--- src/rtl/zero_threshold_detector.sv ---
// Registered N-input zero-count detector with threshold K, HOLD-cycle time hysteresis,
// edge pulses and a saturating event counter. Define ZERO_DET_STICKY_EN to add clr/sticky.
module zero_threshold_detector #(
  parameter int N    = 3,
  parameter int K    = 2,
  parameter int HOLD = 4,
  parameter int EVW  = 8
) (
  input  logic                       clk,
  input  logic                       rst_n,
  input  logic                       en,
  input  logic [N-1:0]               din,
`ifdef ZERO_DET_STICKY_EN
  input  logic                       clr,
  output logic                       sticky,
`endif
  output logic [$clog2(N+1)-1:0]     zero_cnt,
  output logic                       q,
  output logic                       q_rise,
  output logic                       q_fall,
  output logic [EVW-1:0]             evt_cnt
);

  localparam int ZW  = $clog2(N+1);
  localparam int HCW = (HOLD > 1) ? $clog2(HOLD) : 1;

  generate
    if (K < 1 || K > N || HOLD < 1) begin : g_bad_params
      $error("zero_threshold_detector: need 1 <= K <= N and HOLD >= 1");
    end
  endgenerate

  typedef enum logic [1:0] {IDLE, ARM, ACTIVE, REL} state_t;

  state_t          state, state_n;
  logic [HCW-1:0]  hc, hc_n;
  logic [ZW-1:0]   zeros_n;
  logic            hit;
  logic            q_n;

  always_comb begin
    zeros_n = '0;
    for (int unsigned i = 0; i < N; i++)
      zeros_n = zeros_n + ZW'(!din[i]);
  end

  assign hit = (zero_cnt >= ZW'(K));

  // hc counts consecutive qualifying (ARM) or non-qualifying (REL) enabled edges
  always_comb begin
    state_n = state;
    hc_n    = hc;
    if (en) begin
      unique case (state)
        IDLE: if (hit) begin
          if (HOLD == 1) state_n = ACTIVE;
          else begin
            state_n = ARM;
            hc_n    = HCW'(1);
          end
        end
        ARM: begin
          if (!hit) begin
            state_n = IDLE;
            hc_n    = '0;
          end else if (hc == HCW'(HOLD-1)) begin
            state_n = ACTIVE;
            hc_n    = '0;
          end else begin
            hc_n = hc + HCW'(1);
          end
        end
        ACTIVE: if (!hit) begin
          if (HOLD == 1) state_n = IDLE;
          else begin
            state_n = REL;
            hc_n    = HCW'(1);
          end
        end
        REL: begin
          if (hit) begin
            state_n = ACTIVE;
            hc_n    = '0;
          end else if (hc == HCW'(HOLD-1)) begin
            state_n = IDLE;
            hc_n    = '0;
          end else begin
            hc_n = hc + HCW'(1);
          end
        end
        default: begin
          state_n = IDLE;
          hc_n    = '0;
        end
      endcase
    end
  end

  assign q_n = (state_n == ACTIVE) || (state_n == REL);

  always_ff @(posedge clk) begin
    if (!rst_n) begin
      state    <= IDLE;
      hc       <= '0;
      zero_cnt <= '0;
      q        <= 1'b0;
      q_rise   <= 1'b0;
      q_fall   <= 1'b0;
      evt_cnt  <= '0;
`ifdef ZERO_DET_STICKY_EN
      sticky   <= 1'b0;
`endif
    end else begin
      zero_cnt <= zeros_n;
      state    <= state_n;
      hc       <= hc_n;
      q        <= q_n;
      q_rise   <= q_n && !q;
      q_fall   <= !q_n && q;
      if (q_n && !q && evt_cnt != '1)
        evt_cnt <= evt_cnt + EVW'(1);
`ifdef ZERO_DET_STICKY_EN
      if (q_n && !q)
        sticky <= 1'b1;
      else if (clr)
        sticky <= 1'b0;
`endif
    end
  end

endmodule
--- config.mk ---
export PLATFORM = sky130hd
export DESIGN_NAME = zero_threshold_detector
export DESIGN_NICKNAME = d
export VERILOG_FILES = /design/src/rtl/zero_threshold_detector.sv
export SDC_FILE = /design/constraint.sdc
export NUM_CORES = 1
export LEC_CHECK = 0
export CORE_MARGIN = 3
export CORE_UTILIZATION = 45
export DETAILED_ROUTE_END_ITERATION = 10
export DONT_BUFFER_PORTS = 1
export SYNTH_ARGS = -nofsm -noshare
export SYNTH_HDL_FRONTEND = slang
export SYNTH_SLANG_ARGS = --single-unit
--- constraint.sdc ---
create_clock -name clk -period 1.8 [get_ports clk]
set_input_delay 0.18 -clock clk [delete_from_list [all_inputs] [get_ports clk]]
set_output_delay 0.18 -clock clk [all_outputs]
set_load 0.01 [all_outputs]
==> impl_metrics.env, run 1 <==
export IMPL_status="finished clean"
export IMPL_mostFrequentLayoutCells="dfxtp_1, a21oi_1, buf_4"
export IMPL_p_per_area_nw_per_um2=736
export IMPL_die_x_um=46.6
export IMPL_grt_pass1_wl_um=2310
export IMPL_ys_ff_latch=17
export IMPL_fin_total_pwr_mw=0.615
export IMPL_use_met2_pct=19.2
export IMPL_cts_tree="done"
export IMPL_reg2reg_to="evt_cnt[6]$_SDFFE_PN0P_"
export IMPL_hpwl_um=942
export IMPL_hold_viol=0
export IMPL_hold_start="en"
export IMPL_synth_net_count=88
export IMPL_grtUsageMet3_pct=5.47
export IMPL_grt_pass1_vias=525
export IMPL_cp_cell_sequence="ha_2, nand3_2, mux2i_4, or4b_4, mux2i_1"
export IMPL_fin_crit_ns=1.71
export IMPL_max_clock_freq_ghz=0.584
export IMPL_cellLeakagePower_nw=0.296
export IMPL_clock_latency_ns=0.28
export IMPL_hold_path_depth=2
export IMPL_postLayoutCoreUtil_pct=54.8
export IMPL_postCtsSetupBuffers=0
export IMPL_io_buffers=0
export IMPL_final_common_cell="dfxtp_1"
export IMPL_criticalPathCategory="flip-flop to flip-flop"
export IMPL_synth_seq_area_share_pct=45.9
export IMPL_start_kind="flip-flop"
export IMPL_syn_to_final_growth_pct=12.8
export IMPL_hold_buffers=0
export IMPL_die_area_sq_um=2170
export IMPL_crit_start="hc[0]$_SDFFE_PN0P_"
export IMPL_htree_levels=1
export IMPL_clk_path_buf_depth=2
export IMPL_r2r_start="hc[0]$_SDFFE_PN0P_"
export IMPL_ys_types=28
export IMPL_grt_setup_unrepaired="false"
export IMPL_start_util_pct=48.6
export IMPL_arrival_ns=1.90
export IMPL_vias=584
export IMPL_synth_area_leaders="dfxtp_1, a21oi_1, o31ai_1"
export IMPL_finalSetupViolCount=0
export IMPL_grt_max_degree=17
export IMPL_end_kind="flip-flop"
export IMPL_finalMaxSlewViolations=0
export IMPL_num_io_pins=19
export IMPL_synthCells=79
export IMPL_yosys_area_top_type="dfxtp_1"
export IMPL_nFillCells=150
export IMPL_hold_path_class="input port to flip-flop"
export IMPL_min_to="state[0]$_SDFF_PN0_"
export IMPL_period_share_pct=95.1
export IMPL_yosys_warnings=0
export IMPL_worst_path_max_delay_cell="or4b_4"
export IMPL_drcViolationCount=0
export IMPL_nNetsFinal=96
export IMPL_drt_wl_total_um=1340
export IMPL_wire_per_inst_um=13.1
export IMPL_fin_skew_ns=0.00161
export IMPL_grt_total_usage_pct=15.4
export IMPL_drt_iter0_drc=7
export IMPL_avgSynthCellArea_sq_um=9.38
export IMPL_hold_worst_slack_ns=0.0366
export IMPL_place_congestion=0.730
export IMPL_layout_drive_gt1_share_pct=18.6
export IMPL_antenna_found_initial=0
export IMPL_setup_tns_ns=0
export IMPL_grt_busiest_layer="met1"
export IMPL_pre_cts_slack_ns=0.0482
export IMPL_die_h_um=46.6
export IMPL_syn_cell_area_sq_um=741
export IMPL_first_pass_iters=4
export IMPL_netlist_area_leader_share_pct=45.9
export IMPL_grt_use_met1_pct=21.5
export IMPL_grt_ovfl_total=0
export IMPL_cap_violations=0
export IMPL_cts_sinks=17
export IMPL_ir_drop_mv=0.442
export IMPL_rr_worst_depth=5
export IMPL_postRouteAntennaNets=0
export IMPL_core_region_area_sq_um=1520
export IMPL_path_max_fanout=16
export IMPL_routed_via_density=5.73
export IMPL_numCtsBuffers=3
export IMPL_antennaDiodeCount=0
export IMPL_r2r_setup_slack_ns=0.09
export IMPL_slew_headroom_pct=70.0
export IMPL_cts_resized=0
export IMPL_rows=14
export IMPL_clockRootBuffer="clkbuf_4"
export IMPL_max_stage_delay_ns=0.57
export IMPL_worstMarginPinSlew_ns=0.449
export IMPL_path_clk_slew_ns=0.10
export IMPL_required_ns=1.98
export IMPL_fin_ws_ns=0.0884
==> worst max path at each step <==
stage | endpoint | slack (ns)
floorplan | evt_cnt[3]$_SDFFE_PN0P_ | 0.18
global placement | evt_cnt[6]$_SDFFE_PN0P_ | 0.07
detailed placement | evt_cnt[6]$_SDFFE_PN0P_ | 0.05
CTS | evt_cnt[6]$_SDFFE_PN0P_ | 0.02
global route | evt_cnt[6]$_SDFFE_PN0P_ | 0.004
finish | evt_cnt[6]$_SDFFE_PN0P_ | 0.09
==> state kept, by name (all words and copies together), names as in the netlist <==
name      cells
evt_cnt       8
hc            2
state         2
zero_cnt      2
q             1
q_fall        1
q_rise        1
==> routing by layer <==
metal | vias up | share of wire [%]
met2 | 14 | 41
met3 | 2 | 8.1
li1 | 309 | -
met4 | 0 | 0.75
met5 | - | 0
met1 | 259 | 50
==> per-stage QoR <==
stage,cell area [sq um],std cells
finish,836,102
floorplan,741,79
global route,836,102
CTS,820,102
detailed placement,793,98
global placement,793,98
==> synthesized netlist by cell type, drive strengths merged <==
cell	instances
a211oi	1
a21oi	10
and3	1
and4	1
buf	1
clkbuf	2
dfxtp	17
fa	1
ha	2
inv	3
mux2	1
mux2i	2
nand2	4
nand2b	2
nand3	5
nand4	2
nor2	4
nor3	1
o2111ai	1
o21ai	5
o31ai	4
or3	2
or3b	1
or4	4
or4b	1
xor2	1
==> kinds of logic (layout without fill, tap and decap cells) <==
logic type / count (synthesis) / in the layout / synth area share [%]
buffers and inverters: 6 / 13 / 3.21
muxes: 3 / 3 / 4.73
xor gates and xnor gates: 1 / 1 / 1.18
AOI/OAI and AO/OA: 21 / 21 / 16.4
DFF: 17 / 17 / 45.9
adders and majority gates: 3 / 3 / 6.08
and+or+nand+nor: 28 / 28 / 22.5
==> area by class of cell <==
| cell class | instances | area (sq um) | share of cell area (%) |
|---|---|---|---|
| Clock buffer | 4 | 26.3 | 3.14 |
| Inverter | 3 | 11.3 | 1.35 |
| Multi-Input combinational cell | 56 | 392 | 46.9 |
| Sequential cell | 17 | 342 | 40.9 |
| Tap cell | 16 | 20.0 | 2.40 |
| Timing Repair Buffer | 6 | 45.0 | 5.39 |
==> critical path: cells and delay by family, from the launching register on <==
family | cells | cell delay, ns
adder cells (fa/ha/maj) | 1 | 0.19
multiplexers | 2 | 0.39
AND/OR/NAND/NOR | 2 | 0.67
flip-flops | 1 | 0.36
==> power breakdown <==
part,switching (mW),internal (mW)
Clock,0.117,0.0860
Combinational,0.0135,0.0106
Sequential,0.00532,0.382
Note: power is estimated with default switching activity, not from simulation.
==> run 2, diff against run 1 <==
- GPL_TIMING_DRIVEN: not set -> 0
- PLACE_DENSITY: not set -> 0.56
==> run 2 against run 1 <==
Against the previous run:
- utilization is 1.7 points lower
- worst hold slack got worse by 0.0089 ns
- maximum frequency grew 0.77%
- critical path type unchanged
- non-clock buffer count down 3
- critical path depth did not move
==> impl_metrics.env, run 2 (synthesis gave the netlist of run 1 again) <==
export IMPL_p_per_area_nw_per_um2=762
export IMPL_grt_ovfl_total=0
export IMPL_grt_pass1_wl_um=2390
export IMPL_start_kind="flip-flop"
export IMPL_cpLargestDelayFamily="simple AND/OR/NAND/NOR gates"
export IMPL_crit_buf_inv=0
export IMPL_path_clk_slew_ns=0.10
export IMPL_final_common_cell="dfxtp_1"
export IMPL_mostFrequentLayoutCells="dfxtp_1, a21oi_1"
export IMPL_num_io_pins=19
export IMPL_io_buffers=0
export IMPL_start_util_pct=48.6
export IMPL_drt_iter0_drc=11
export IMPL_antenna_found_initial=0
export IMPL_nNetsFinal=93
export IMPL_fin_crit_ns=1.70
export IMPL_hold_viol=0
export IMPL_clkPwrFrac_pct=33.6
export IMPL_clockRootBuffer="clkbuf_4"
export IMPL_setup_tns_ns=0
export IMPL_cellLeakagePower_nw=0.275
export IMPL_drt_wl_total_um=1450
export IMPL_hpwl_um=995
export IMPL_finalMaxSlewViolations=0
export IMPL_end_kind="flip-flop"
export IMPL_antennaDiodeCount=0
export IMPL_first_pass_iters=4
export IMPL_cts_tree="done"
export IMPL_grt_max_degree=11
export IMPL_ir_drop_mv=0.311
export IMPL_hold_worst_slack_ns=0.0277
export IMPL_rows=14
export IMPL_postRouteAntennaNets=0
export IMPL_required_ns=1.99
export IMPL_die_x_um=46.6
export IMPL_grt_total_usage_pct=15.5
export IMPL_core_region_area_sq_um=1520
export IMPL_p_int_mw=0.477
export IMPL_period_share_pct=94.4
export IMPL_wire_per_inst_um=14.6
export IMPL_cts_sinks=17
export IMPL_clock_latency_ns=0.29
export IMPL_routed_via_density=6.01
export IMPL_max_stage_delay_ns=0.56
export IMPL_die_area_sq_um=2170
export IMPL_seqCellArea_sq_um=344
export IMPL_drcViolationCount=0
export IMPL_criticalPathCategory="flip-flop to flip-flop"
export IMPL_hold_path_class="input port to flip-flop"
export IMPL_numCtsBuffers=3
export IMPL_vias=595
export IMPL_max_clock_freq_ghz=0.589
export IMPL_arrival_ns=1.89
export IMPL_p_switching_mw=0.140
export IMPL_layout_drive_gt1_share_pct=16.9
export IMPL_syn_to_final_growth_pct=9.29
export IMPL_top_register="evt_cnt"
export IMPL_switching_share_pct=22.7
export IMPL_largest_reg_flops=8
export IMPL_clk_path_buf_depth=2
export IMPL_fin_skew_ns=0.00838
export IMPL_pwr_share_comb_pct=3.1
export IMPL_cap_violations=0
export IMPL_die_h_um=46.6
export IMPL_finalSetupViolCount=0
export IMPL_nFillCells=133
export IMPL_worstMarginPinSlew_ns=0.444
export IMPL_htree_levels=1
export IMPL_place_congestion=0.719
export IMPL_status="finished clean"
export IMPL_worst_path_max_delay_cell="or4b_4"
export IMPL_power_frac_seq_pct=63.3
export IMPL_grt_pass1_vias=530
export IMPL_multiInputGateArea_sq_um=392
export IMPL_slew_headroom_pct=70.4
export IMPL_cp_cell_sequence="ha_2, nand3_2, mux2i_4, or4b_4, mux2i_1"
export IMPL_grt_setup_unrepaired="false"
export IMPL_path_max_fanout=10
-- run 2: cell count changes in the layout (fill, tap and decap cells not counted) --
cell	previous run	this run
buf_4	6	1
buf_2	0	1
dfxtp_2	1	3
dfxtp_1	16	14
clkbuf_1	1	2
-- run 2: cell type report --
class | instances | area share (%)
Tap cell | 16 | 2.47
Inverter | 3 | 1.39
Clock buffer | 4 | 3.25
Sequential cell | 17 | 42.5
Buffer | 3 | 2.01
Multi-Input combinational cell | 56 | 48.4
-- run 2: stage by stage --
stage / total power, mW / cell area (sq um) / util [%] / setup slack (ns) / std cells
6_report: 0.617 / 810 / 53.1 / 0.101 / 99
2_1_floorplan: 0.412 / 741 / - / 0.179 / 79
3_3_place_gp: 0.417 / 761 / 49.9 / 0.0341 / 95
5_1_grt: 0.642 / 810 / 53.1 / 0.00362 / 99
4_1_cts: 0.620 / 788 / 51.7 / 0.0146 / 99
3_5_place_dp: 0.418 / 761 / 49.9 / 0.0128 / 95
-- run 2: routing by layer --
metal / share of wire, % / track usage (%) / up-vias
li1: - / - / 300
met1: 47 / 19.9 / 278
met2: 47 / 23.9 / 15
met3: 5.3 / 4.30 / 2
met4: 0.69 / 6.82 / 0
met5: 0 / 0 / -
-- run 2: power groups by stage --
stage	Sequential [mW]	Clock, mW	Combinational (mW)
2_1_floorplan	0.397	0	0.0156
3_3_place_gp	0.398	0	0.0192
3_5_place_dp	0.398	0	0.0194
4_1_cts	0.390	0.211	0.0193
5_1_grt	0.391	0.229	0.0225
6_report	0.390	0.207	0.0191
-- run 2: final timing paths --
check	from	to	slack, ns	depth (start not counted)
max	hc[0]$_SDFFE_PN0P_	evt_cnt[6]$_SDFFE_PN0P_	0.10	5
min	rst_n	evt_cnt[6]$_SDFFE_PN0P_	0.03	2
max reg2reg	hc[0]$_SDFFE_PN0P_	evt_cnt[6]$_SDFFE_PN0P_	0.10	5
min reg2reg	hc[1]$_SDFFE_PN0P_	hc[1]$_SDFFE_PN0P_	0.47	2
-- run 2: what timing repair did --
item | 4_1_cts | 5_1_grt
setup buffers | 0 | 0
hold endpoints to repair | 0 | 0
gates resized for setup | 1 | 10
endpoints found under the setup margin | 1 | 9
hold buffers | 0 | 0
pin swaps | 0 | 0
